--- config.mk ---
export PLATFORM = sky130hd
export DESIGN_NAME = link_master_fsm
export DESIGN_NICKNAME = d
export VERILOG_FILES = /design/src/rtl/link_master_fsm.sv
export SDC_FILE = /design/constraint.sdc
export NUM_CORES = 1
export LEC_CHECK = 0
export BUFFER_PORTS_ARGS = -buffer_cell sky130_fd_sc_hd__buf_4
export CAP_MARGIN = 20
export CORE_MARGIN = 1.5
export CORE_UTILIZATION = 45
export DETAILED_ROUTE_END_ITERATION = 12
export PLACE_DENSITY = 0.66
export SLEW_MARGIN = 0
export SYNTH_ARGS = -nofsm -noshare
export SYNTH_HDL_FRONTEND = slang
export SYNTH_SLANG_ARGS = --single-unit
--- constraint.sdc ---
create_clock -name clk -period 2.6 [get_ports clk]
set_clock_uncertainty 0.05 [all_clocks]
set_input_delay 0 -clock clk [delete_from_list [all_inputs] [get_ports clk]]
set_output_delay 0 -clock clk [all_outputs]
set_load 0.02 [all_outputs]
--- src/rtl/link_master_fsm.sv ---
// Initiator side of a 4-phase req/ack byte link: sends a burst of BURST_LEN
// consecutive bytes, one per full handshake, with a per-phase ack timeout.
module link_master_fsm #(
    parameter int BURST_LEN = 4,
    parameter int TIMEOUT   = 16
) (
    input  logic       clk,
    input  logic       rst,
    input  logic       start,
    input  logic [7:0] base_byte,
    input  logic       ack,
    output logic       req,
    output logic [7:0] data_out,
    output logic       busy,
    output logic       done,
    output logic       err,
    output logic [7:0] byte_idx
);

    localparam logic [1:0] IDLE    = 2'd0;
    localparam logic [1:0] DRIVE   = 2'd1;
    localparam logic [1:0] RELEASE = 2'd2;

    localparam int             CW       = (TIMEOUT > 2) ? $clog2(TIMEOUT) : 1;
    localparam logic [CW-1:0]  CNT_LAST = CW'(TIMEOUT - 1);
    localparam logic [7:0]     LAST_IDX = 8'(BURST_LEN - 1);

    logic [1:0]    state;
    logic [CW-1:0] count;
    logic [7:0]    base;

    assign busy = (state != IDLE);

    // The count restarts on every phase entry, so each handshake phase gets
    // its own TIMEOUT-cycle budget before the burst is abandoned.
    always_ff @(posedge clk or posedge rst) begin
        if (rst) begin
            state    <= IDLE;
            count    <= '0;
            base     <= 8'h00;
            req      <= 1'b0;
            data_out <= 8'h00;
            done     <= 1'b0;
            err      <= 1'b0;
            byte_idx <= 8'h00;
        end else begin
            done <= 1'b0;
            case (state)
                IDLE: begin
                    if (start) begin
                        base     <= base_byte;
                        data_out <= base_byte;
                        req      <= 1'b1;
                        byte_idx <= 8'h00;
                        err      <= 1'b0;
                        count    <= '0;
                        state    <= DRIVE;
                    end
                end
                DRIVE: begin
                    if (ack) begin
                        req   <= 1'b0;
                        count <= '0;
                        state <= RELEASE;
                    end else if (count == CNT_LAST) begin
                        req   <= 1'b0;
                        err   <= 1'b1;
                        state <= IDLE;
                    end else begin
                        count <= count + 1'b1;
                    end
                end
                RELEASE: begin
                    // Next byte is launched only once ack is seen low again.
                    if (!ack) begin
                        if (byte_idx == LAST_IDX) begin
                            done  <= 1'b1;
                            state <= IDLE;
                        end else begin
                            byte_idx <= byte_idx + 8'd1;
                            data_out <= base + byte_idx + 8'd1;
                            req      <= 1'b1;
                            count    <= '0;
                            state    <= DRIVE;
                        end
                    end else if (count == CNT_LAST) begin
                        err   <= 1'b1;
                        state <= IDLE;
                    end else begin
                        count <= count + 1'b1;
                    end
                end
                default: begin
                    req   <= 1'b0;
                    state <= IDLE;
                end
            endcase
        end
    end

endmodule

==> impl_metrics.yaml, run 1 <==
cells_and_area:
  num-fill-cells: 368
  drive_above_1_share: 0.264
  layout.nets: 280
  flow.area_growth_from_synthesis_pct: 24.8
  final-seq-area_um2: 826
  n_antenna_cell: 0
  most-common-layout-cells: "37 x sky130_fd_sc_hd__buf_4, 33 x sky130_fd_sc_hd__dfrtp_1, 17 x sky130_fd_sc_hd__a21oi_1"
  final_core_util: 0.584
  mostFrequentLayoutCell: "sky130_fd_sc_hd__buf_4"
  multi_input_area_um2: 1150
sta:
  fmax_ghz: 0.436
  setup_slack_ns: 0.307
  hold_slack_ns: 0.0433
  report.final.slew_viol_count: 0
  rsz0062_at_grt: "false"
  final_min_period_over_clock_period: 0.882
  min_period_ns: 2.29
  timing_hold_violations_final: 0
  timing.final.setup_violations: 0
  slew-limit-headroom: 0.623
  worst_slew_pin_slew_ns: 0.565
  total_negative_slack_for_setup_checks_ns: 0
global_routing:
  first_global_vias: 1664
  wire_length_of_the_first_global_routing_pass_um: 7650
  antenna_found_initial: 0
  grt_max_degree: 34
  grt_remaining_overflow: 0
  globalRouteTotalUtil: 0.192
floorplanning:
  fp.dieArea_um2: 4940
  number_of_primary_i_o_pins: 32
  floorplan.initialDensity: 0.468
  core-area_um2: 4350
  standard_cell_row_count: 24
  chipHeight_um: 70.3
  die_width_um: 70.3
drt:
  drcViolationCount: 0
  detail_route.iter0.violations: 103
  dr_total_vias: 1693
  avgViaCountPerCell: 5.53
  wire_per_inst_um: 14.6
  postRouteAntennaNets: 0
  drt-total-wl_um: 4470
  detailedRoute.firstPassIterationCount: 4
min_path:
  min_path_type: "in -> reg"
placement:
  weighted_congestion_at_the_end_of_routability_driven_global_placement: 0.835
  dpl.hpwl_um: 3210
  port_buffers: 31
  dpl_worst_slack_ns: 0.365
synthesis:
  ys_warn_count: 0
  synthArstFlopShare: 1.00
  synth_seq_cells: 33
  post_synthesis_net_count: 231
  syn_area_um2: 2040
  syn_area_per_cell_um2: 9.95
  synth_edf_count: 0
  synth_seq_area_share: 0.405
  top_reg_cell_synth: "sky130_fd_sc_hd__dfrtp_1"
  synthesis.instances: 205
  ys_types: 47
pwr:
  power_leakage_nw: 1.15
  vdd_ir_drop_max_uv: 575
  power_density_relative_to_cell_area_nw_per_um2: 942
  total_power_mw: 2.40
outcome:
  outcome: "completed"
cts:
  number_of_buffers_created_by_cts: 5
  ctsLongestPathBuffers: 2
  tritoncts: "done"
  clockRootBuffer: "sky130_fd_sc_hd__clkbuf_8"
  clk_latency_ns: 0.28
  clk_pin_slew_ns: 0.07
  htreeDepth: 2
  numClockSinks: 33
worst_setup_path:
  worst-endpoint-arrival_ns: 2.41
  path_class: "reg -> reg"
  worst-endpoint-required_ns: 2.71
  crit_path_max_fanout: 13
  launching_element_type_of_the_critical_path: "flop"
  critical_path_end_type: "flop"
flow_run:
  drv.max_cap_violation_count: 0
through the flow:
| stage | std cells | instance area (um2) |
|---|---|---|
| 6_report | 306 | 2540 |
| 5_1_grt | 306 | 2540 |
| 4_1_cts | 306 | 2540 |
| 3_5_place_dp | 289 | 2360 |
| 3_3_place_gp | 289 | 2360 |
| 2_1_floorplan | 205 | 2040 |
state kept, by name (all words and copies together), names as in the netlist:
register and cells:
base 8, req 1, data_out 8, count 4
state 2, done 1, byte_idx 8, err 1
report_power, final:
group | leakage, nW | internal (mW) | switching [mW]
sequential | 0.423 | 0.678 | 0.122
clock | 0.0443 | 0.210 | 0.179
combinational | 0.685 | 0.561 | 0.647
area by class of cell:
class                      instances  area share
timing repair buffer              47       0.148
tap                               52      0.0256
clock buffer                       7      0.0339
inverter                          10      0.0147
sequential                        33       0.324
multi-input combinational        157       0.453
timing repair:
item                                    CTS  global route
hold buffers                             10             0
endpoints found under the hold margin    47             0
endpoints found under the setup margin    0             0
setup buffers                             0             0
resized for setup                         0             0
routing by layer:
layer | up-vias | GRT usage | wire [um]
met3 | 5 | 0.0491 | 203
met2 | 42 | 0.298 | 1950
met4 | 0 | 0.0470 | 32
li1 | 841 | - | -
met5 | - | 0 | 0
met1 | 805 | 0.269 | 2290
final timing paths:
path / startpoint / endpoint / slack [ns] / cells after the start
setup / recovery: state[1] / data_out[3] / 0.31 / 6
hold / removal: ack / done / 0.04 / 3
setup reg to reg: state[1] / data_out[3] / 0.31 / 6
hold reg to reg: data_out[2] / data_out[2] / 0.44 / 2
max in group asynchronous: rst / base[2] / 1.89 / 4
min in group asynchronous: rst / err / 0.32 / 4
cells by family (layout without fill, tap and decap cells):
| kind of cell | count (synthesis) | in the layout | synth area share |
|---|---|---|---|
| compound gates | 61 | 61 | 0.204 |
| xor+xnor | 7 | 7 | 0.0301 |
| fa+ha+maj | 14 | 14 | 0.0896 |
| buf+inv | 15 | 64 | 0.0301 |
| flops | 33 | 33 | 0.405 |
| mux | 13 | 13 | 0.0724 |
| simple gates | 62 | 62 | 0.169 |
cells in the mapped netlist (2+ instances only):
cell type | instances | area (um2)
sky130_fd_sc_hd__a211oi_1 | 6 | 45.0
sky130_fd_sc_hd__a21oi_1 | 17 | 85.1
sky130_fd_sc_hd__and3_1 | 3 | 18.8
sky130_fd_sc_hd__buf_2 | 4 | 20.0
sky130_fd_sc_hd__dfrtp_1 | 33 | 826
sky130_fd_sc_hd__ha_1 | 13 | 163
sky130_fd_sc_hd__inv_1 | 10 | 37.5
sky130_fd_sc_hd__mux2_2 | 10 | 113
sky130_fd_sc_hd__mux2i_1 | 2 | 20.0
sky130_fd_sc_hd__nand2_1 | 12 | 45.0
sky130_fd_sc_hd__nand2b_1 | 3 | 18.8
sky130_fd_sc_hd__nand3_1 | 5 | 25.0
sky130_fd_sc_hd__nand4_1 | 2 | 12.5
sky130_fd_sc_hd__nor2_1 | 16 | 60.1
sky130_fd_sc_hd__nor2_2 | 2 | 12.5
sky130_fd_sc_hd__nor2b_1 | 4 | 25.0
sky130_fd_sc_hd__nor3_1 | 8 | 40.0
sky130_fd_sc_hd__o21a_1 | 4 | 30.0
sky130_fd_sc_hd__o21ai_0 | 9 | 45.0
sky130_fd_sc_hd__o21ai_1 | 7 | 35.0
sky130_fd_sc_hd__o31a_1 | 2 | 17.5
sky130_fd_sc_hd__o31ai_1 | 3 | 22.5
sky130_fd_sc_hd__xnor2_1 | 5 | 43.8
sky130_fd_sc_hd__xor2_1 | 2 | 17.5
worst max-delay path: stages (launching register included):
cell                       delay [ns]
sky130_fd_sc_hd__dfrtp_1         0.42
sky130_fd_sc_hd__inv_1           0.12
sky130_fd_sc_hd__ha_1            0.32
sky130_fd_sc_hd__nor2b_4         0.32
sky130_fd_sc_hd__a211oi_2        0.09
sky130_fd_sc_hd__nor2_2          0.46
sky130_fd_sc_hd__mux2_2          0.39
(Power assumes the default switching activity.)
==> inputs of run 2 (changes only) <==
Settings changed: CORE_ASPECT_RATIO set to 0.9, CTS_CLUSTER_DIAMETER set to 100.
==> impl_metrics.yaml, run 2 (synthesis results as in run 1) <==
outcome:
  outcome: "completed"
placement:
  place_inst: 299
  dpl.hpwl_um: 3220
  port_buffers: 31
  weighted_congestion_at_the_end_of_routability_driven_global_placement: 0.840
worst_setup_path:
  worst-endpoint-required_ns: 2.72
  timing.critical_path.slowest_cell_delay_ns: 0.53
  setup.worst_path.start: "state[0]"
  timing.critical_path.cells: "inv_1 > ha_1 > nand2b_4 > a211o_2 > a211oi_1 > xnor2_1 > nor2_1"
  critical_path_end_type: "flop"
  worst-endpoint-arrival_ns: 2.25
  critical-path-slowest-cell: "sky130_fd_sc_hd__ha_1"
  crit_path_max_fanout: 14
  path_class: "reg -> reg"
  launching_element_type_of_the_critical_path: "flop"
  regToRegStartpoint: "state[0]"
cts:
  ctsLongestPathBuffers: 2
  htreeDepth: 2
  clockRootBuffer: "sky130_fd_sc_hd__clkbuf_8"
  clk_pin_slew_ns: 0.07
  numClockSinks: 33
  number_of_buffers_created_by_cts: 5
  number_of_buffers_added_to_fix_hold_violations_after_cts: 10
  clk_latency_ns: 0.28
  cts_resized: 0
  post-cts-setup-buffer-count: 0
  tritoncts: "done"
cells_and_area:
  flow.area_growth_from_synthesis_pct: 26.9
  layout.nets: 280
  multi_input_area_um2: 1150
  final_core_util: 0.588
  reg.largest.list: "base x8, byte_idx x8, data_out x8"
  most-common-layout-cells: "37 x sky130_fd_sc_hd__buf_4, 33 x sky130_fd_sc_hd__dfrtp_1, 17 x sky130_fd_sc_hd__a21oi_1"
  final-seq-area_um2: 826
  final-instance-count-excl-fill: 317
  drive_above_1_share: 0.267
  num-fill-cells: 399
  mostFrequentLayoutCell: "sky130_fd_sc_hd__buf_4"
  n_antenna_cell: 0
drt:
  postRouteAntennaNets: 0
  wire_per_inst_um: 14.1
  drt-total-wl_um: 4460
  detailedRoute.firstPassIterationCount: 4
  detail_route.iter0.violations: 38
  dr_total_vias: 1689
  avgViaCountPerCell: 5.33
  drcViolationCount: 0
sta:
  min_period_ns: 2.13
  slew-limit-headroom: 0.609
  final_min_period_over_clock_period: 0.819
  timing_hold_violations_final: 0
  timing.final.setup_violations: 0
  worst_slew_pin_slew_ns: 0.587
  fmax_ghz: 0.470
  hold_slack_ns: 0.0213
  rsz0062_at_grt: "false"
  total_negative_slack_for_setup_checks_ns: 0
  report.final.slew_viol_count: 0
min_path:
  worst_hold_startpoint: "ack"
  min_path_type: "in -> reg"
global_routing:
  use_met1: 0.306
  m3_gr_usage: 0.0454
  layer_with_the_highest_usage_after_global_routing: "met1"
  antenna_found_initial: 0
  first_global_vias: 1586
  grt_use_met2: 0.282
  wire_length_of_the_first_global_routing_pass_um: 7520
  grt_max_degree: 34
  globalRouteTotalUtil: 0.205
  grt_remaining_overflow: 0
floorplanning:
  standard_cell_row_count: 23
  floorplan.initialDensity: 0.463
  number_of_primary_i_o_pins: 32
  die_width_um: 74.0
  fp.dieArea_um2: 4950
  chipHeight_um: 66.9
  core-area_um2: 4400
flow_run:
  drv.max_cap_violation_count: 0
pwr:
  power_density_relative_to_cell_area_nw_per_um2: 971
  total_power_mw: 2.51
  power_leakage_nw: 1.17
  vdd_ir_drop_max_uv: 459
==> run 2: cell types whose count changed in the layout (fill, tap and decap cells not counted), sizes merged <==
| cell | delta |
|---|---|
| bufinv | +1 |
==> run 2: stage by stage <==
step | setup WS, ns | cell area [um2]
2_1_floorplan | 0.568 | 2040
3_3_place_gp | 0.486 | 2370
3_5_place_dp | 0.476 | 2370
4_1_cts | 0.463 | 2590
5_1_grt | 0.245 | 2590
6_report | 0.471 | 2590
==> run 2: worst paths after layout <==
| kind | end | depth (start not counted) | slack (ns) |
|---|---|---|---|
| min in group asynchronous | base[7] | 4 | 0.32 |
| setup reg to reg | byte_idx[7] | 7 | 0.47 |
| hold reg to reg | data_out[0] | 2 | 0.44 |
| max in group asynchronous | state[1] | 4 | 1.88 |
| setup / recovery | byte_idx[7] | 7 | 0.47 |
| hold / removal | done | 3 | 0.02 |
==> run 2: power breakdown <==
part	total, mW	switching (mW)	internal, mW
Sequential	0.794	0.116	0.678
Clock	0.500	0.188	0.312
Combinational	1.22	0.653	0.565
==> run 2: critical path: cells and delay by family, from the launching register on <==
family / cells / cell delay [ns]
compound gates: 2 / 0.63
xor+xnor: 1 / 0.15
fa+ha+maj: 1 / 0.53
buf+inv: 1 / 0.09
flops: 1 / 0.41
simple gates: 2 / 0.16
==> run 2: per-layer routing <==
metal  up-vias  routed length [um]
li1        845                   -
met1       797                2250
met2        40                1930
met3         7                 210
met4         0                  72
met5         -                   0
==> run 2: cell type report <==
class / count / area share
inverter: 10 / 0.0145
tap: 62 / 0.0300
clock inverter: 1 / 0.0116
clock buffer: 7 / 0.0334
timing repair buffer: 47 / 0.146
multi-input combinational: 157 / 0.445
sequential: 33 / 0.319
==> inputs of run 3 (changes only) <==
Clock period 2.6 ns to 2.2 ns, I/O delays scaled along.
==> impl_metrics.yaml, run 3 (synthesis results as in run 1) <==
sta:
  min_period_ns: 2.06
  slew-limit-headroom: 0.718
  rsz0062_at_grt: "false"
  total_negative_slack_for_setup_checks_ns: 0
  fmax_ghz: 0.486
  final_min_period_over_clock_period: 0.935
  timing.final.setup_violations: 0
  worst_slew_pin_slew_ns: 0.424
  timing_hold_violations_final: 0
  report.final.slew_viol_count: 0
pwr:
  vdd_ir_drop_max_uv: 476
  power_density_relative_to_cell_area_nw_per_um2: 1150
  cell_internal_pwr_mw: 1.87
  pwr-share-seq: 0.312
  combinationalPowerShare: 0.490
  p_sw_mw: 1.14
  power_leakage_nw: 1.19
  power_switching_share: 0.378
  total_power_mw: 3.01
  clock_power_share: 0.198
cts:
  htreeDepth: 2
  ctsLongestPathBuffers: 2
  clk_latency_ns: 0.29
  clk_pin_slew_ns: 0.07
  post-cts-setup-buffer-count: 0
  number_of_buffers_created_by_cts: 5
  tritoncts: "done"
  numClockSinks: 33
  clockRootBuffer: "sky130_fd_sc_hd__clkbuf_8"
floorplanning:
  core-area_um2: 4400
  number_of_primary_i_o_pins: 32
  floorplan.initialDensity: 0.463
  chipHeight_um: 66.9
  die_width_um: 74.0
  standard_cell_row_count: 23
  fp.dieArea_um2: 4950
placement:
  dpl_cell_area_um2: 2410
  port_buffers: 31
  weighted_congestion_at_the_end_of_routability_driven_global_placement: 0.811
  dpl.hpwl_um: 3330
cells_and_area:
  num-fill-cells: 405
  n_antenna_cell: 0
  total_non_filler_cell_area_in_the_finished_layout_um2: 2630
  drive_above_1_share: 0.281
  most-common-layout-cells: "42 x sky130_fd_sc_hd__buf_4, 33 x sky130_fd_sc_hd__dfrtp_1, 17 x sky130_fd_sc_hd__a21oi_1"
  mostFrequentLayoutCell: "sky130_fd_sc_hd__buf_4"
  layout.nets: 285
  reg.largest.list: "base x8, byte_idx x8, data_out x8"
  flow.area_growth_from_synthesis_pct: 28.7
global_routing:
  antenna_found_initial: 0
  first_global_vias: 1559
  grt_remaining_overflow: 0
  wire_length_of_the_first_global_routing_pass_um: 7470
  grt_max_degree: 34
  globalRouteTotalUtil: 0.204
worst_setup_path:
  path_class: "reg -> reg"
  worst-endpoint-arrival_ns: 2.19
  register_to_register_path_setup_slack_ns: 0.14
  crit_path_max_fanout: 6
  worst-endpoint-required_ns: 2.33
  regToRegStartpoint: "byte_idx[0]"
  critical_path_end_type: "flop"
  critical_path.reg2reg.endpoint: "data_out[6]"
  launching_element_type_of_the_critical_path: "flop"
  r2r.worst_path.cells: 8
drt:
  detailedRoute.firstPassIterationCount: 4
  drt-total-wl_um: 4540
  detail_route.iter0.violations: 104
  postRouteAntennaNets: 0
  wire_per_inst_um: 14.1
  avgViaCountPerCell: 5.28
  dr_total_vias: 1701
  drcViolationCount: 0
flow_run:
  drv.max_cap_violation_count: 0
min_path:
  min_path_type: "in -> reg"
  worst_hold_startpoint: "ack"
  timing.hold.worst_endpoint: "done"
  whs_path_depth: 3
outcome:
  outcome: "completed"
-- run 3: changes by cell type in the layout (fill, tap and decap cells not counted), sizes merged --
cell	change
buf	+5
-- run 3: cell type report --
| class | instances | area (um2) | area share |
|---|---|---|---|
| clock buffers | 7 | 86.3 | 0.0329 |
| clock inverters | 1 | 30.0 | 0.0114 |
| inverters | 10 | 37.5 | 0.0143 |
| multi-input cells | 157 | 1150 | 0.439 |
| flip-flops and latches | 33 | 826 | 0.315 |
| well taps | 62 | 77.6 | 0.0296 |
| repair buffers | 52 | 415 | 0.158 |
-- run 3: critical path, cell delays in order (launching register included) --
cell,delay (ns)
sky130_fd_sc_hd__dfrtp_1,0.43
sky130_fd_sc_hd__inv_1,0.07
sky130_fd_sc_hd__ha_1,0.22
sky130_fd_sc_hd__fa_1,0.38
sky130_fd_sc_hd__nor2b_1,0.20
sky130_fd_sc_hd__o31a_1,0.19
sky130_fd_sc_hd__mux2i_1,0.19
sky130_fd_sc_hd__a21oi_1,0.08
sky130_fd_sc_hd__a21o_1,0.15
-- run 3: worst max-delay path by stage --
stage,start,to,slack [ns]
2_1_floorplan,byte_idx[0],data_out[6],0.17
3_3_place_gp,byte_idx[0],data_out[6],0.22
3_5_place_dp,byte_idx[0],data_out[6],0.19
4_1_cts,byte_idx[0],count[0],0.16
5_1_grt,byte_idx[0],data_out[6],0.01
6_report,byte_idx[0],data_out[6],0.14
-- run 3: routing by layer --
metal  global-route usage  routed length, um
met1                0.296               2300
met2                0.297               2010
met3               0.0363                158
met4               0.0764                 70
met5                    0                  0
-- run 3: repair_timing --
item | 4_1_cts | 5_1_grt
hold buffers | 10 | 0
endpoints found under the hold margin | 47 | 0
gates resized for setup | 0 | 0
-- run 3: power by group through the flow --
stage                     logic [mW]  clock network [mW]  registers, mW
after global placement          1.45                   0          0.946
after CTS                       1.48               0.602          0.941
after floorplan                0.916                   0           1.03
after global routing            1.63               0.627          0.973
final                           1.48               0.594          0.940
after detailed placement        1.46                   0          0.953
-- run 3: per-stage QoR --
step / cells / hold slack (ns) / utilization / worst slack (ns)
after CTS: 322 / 0.0394 / 0.596 / 0.162
after global placement: 304 / 0.0703 / 0.547 / 0.217
after floorplan: 205 / 0.0789 / - / 0.168
final: 322 / 0.0458 / 0.596 / 0.143
after global routing: 322 / 0.0626 / 0.596 / 0.0123
after detailed placement: 304 / 0.0800 / 0.547 / 0.185
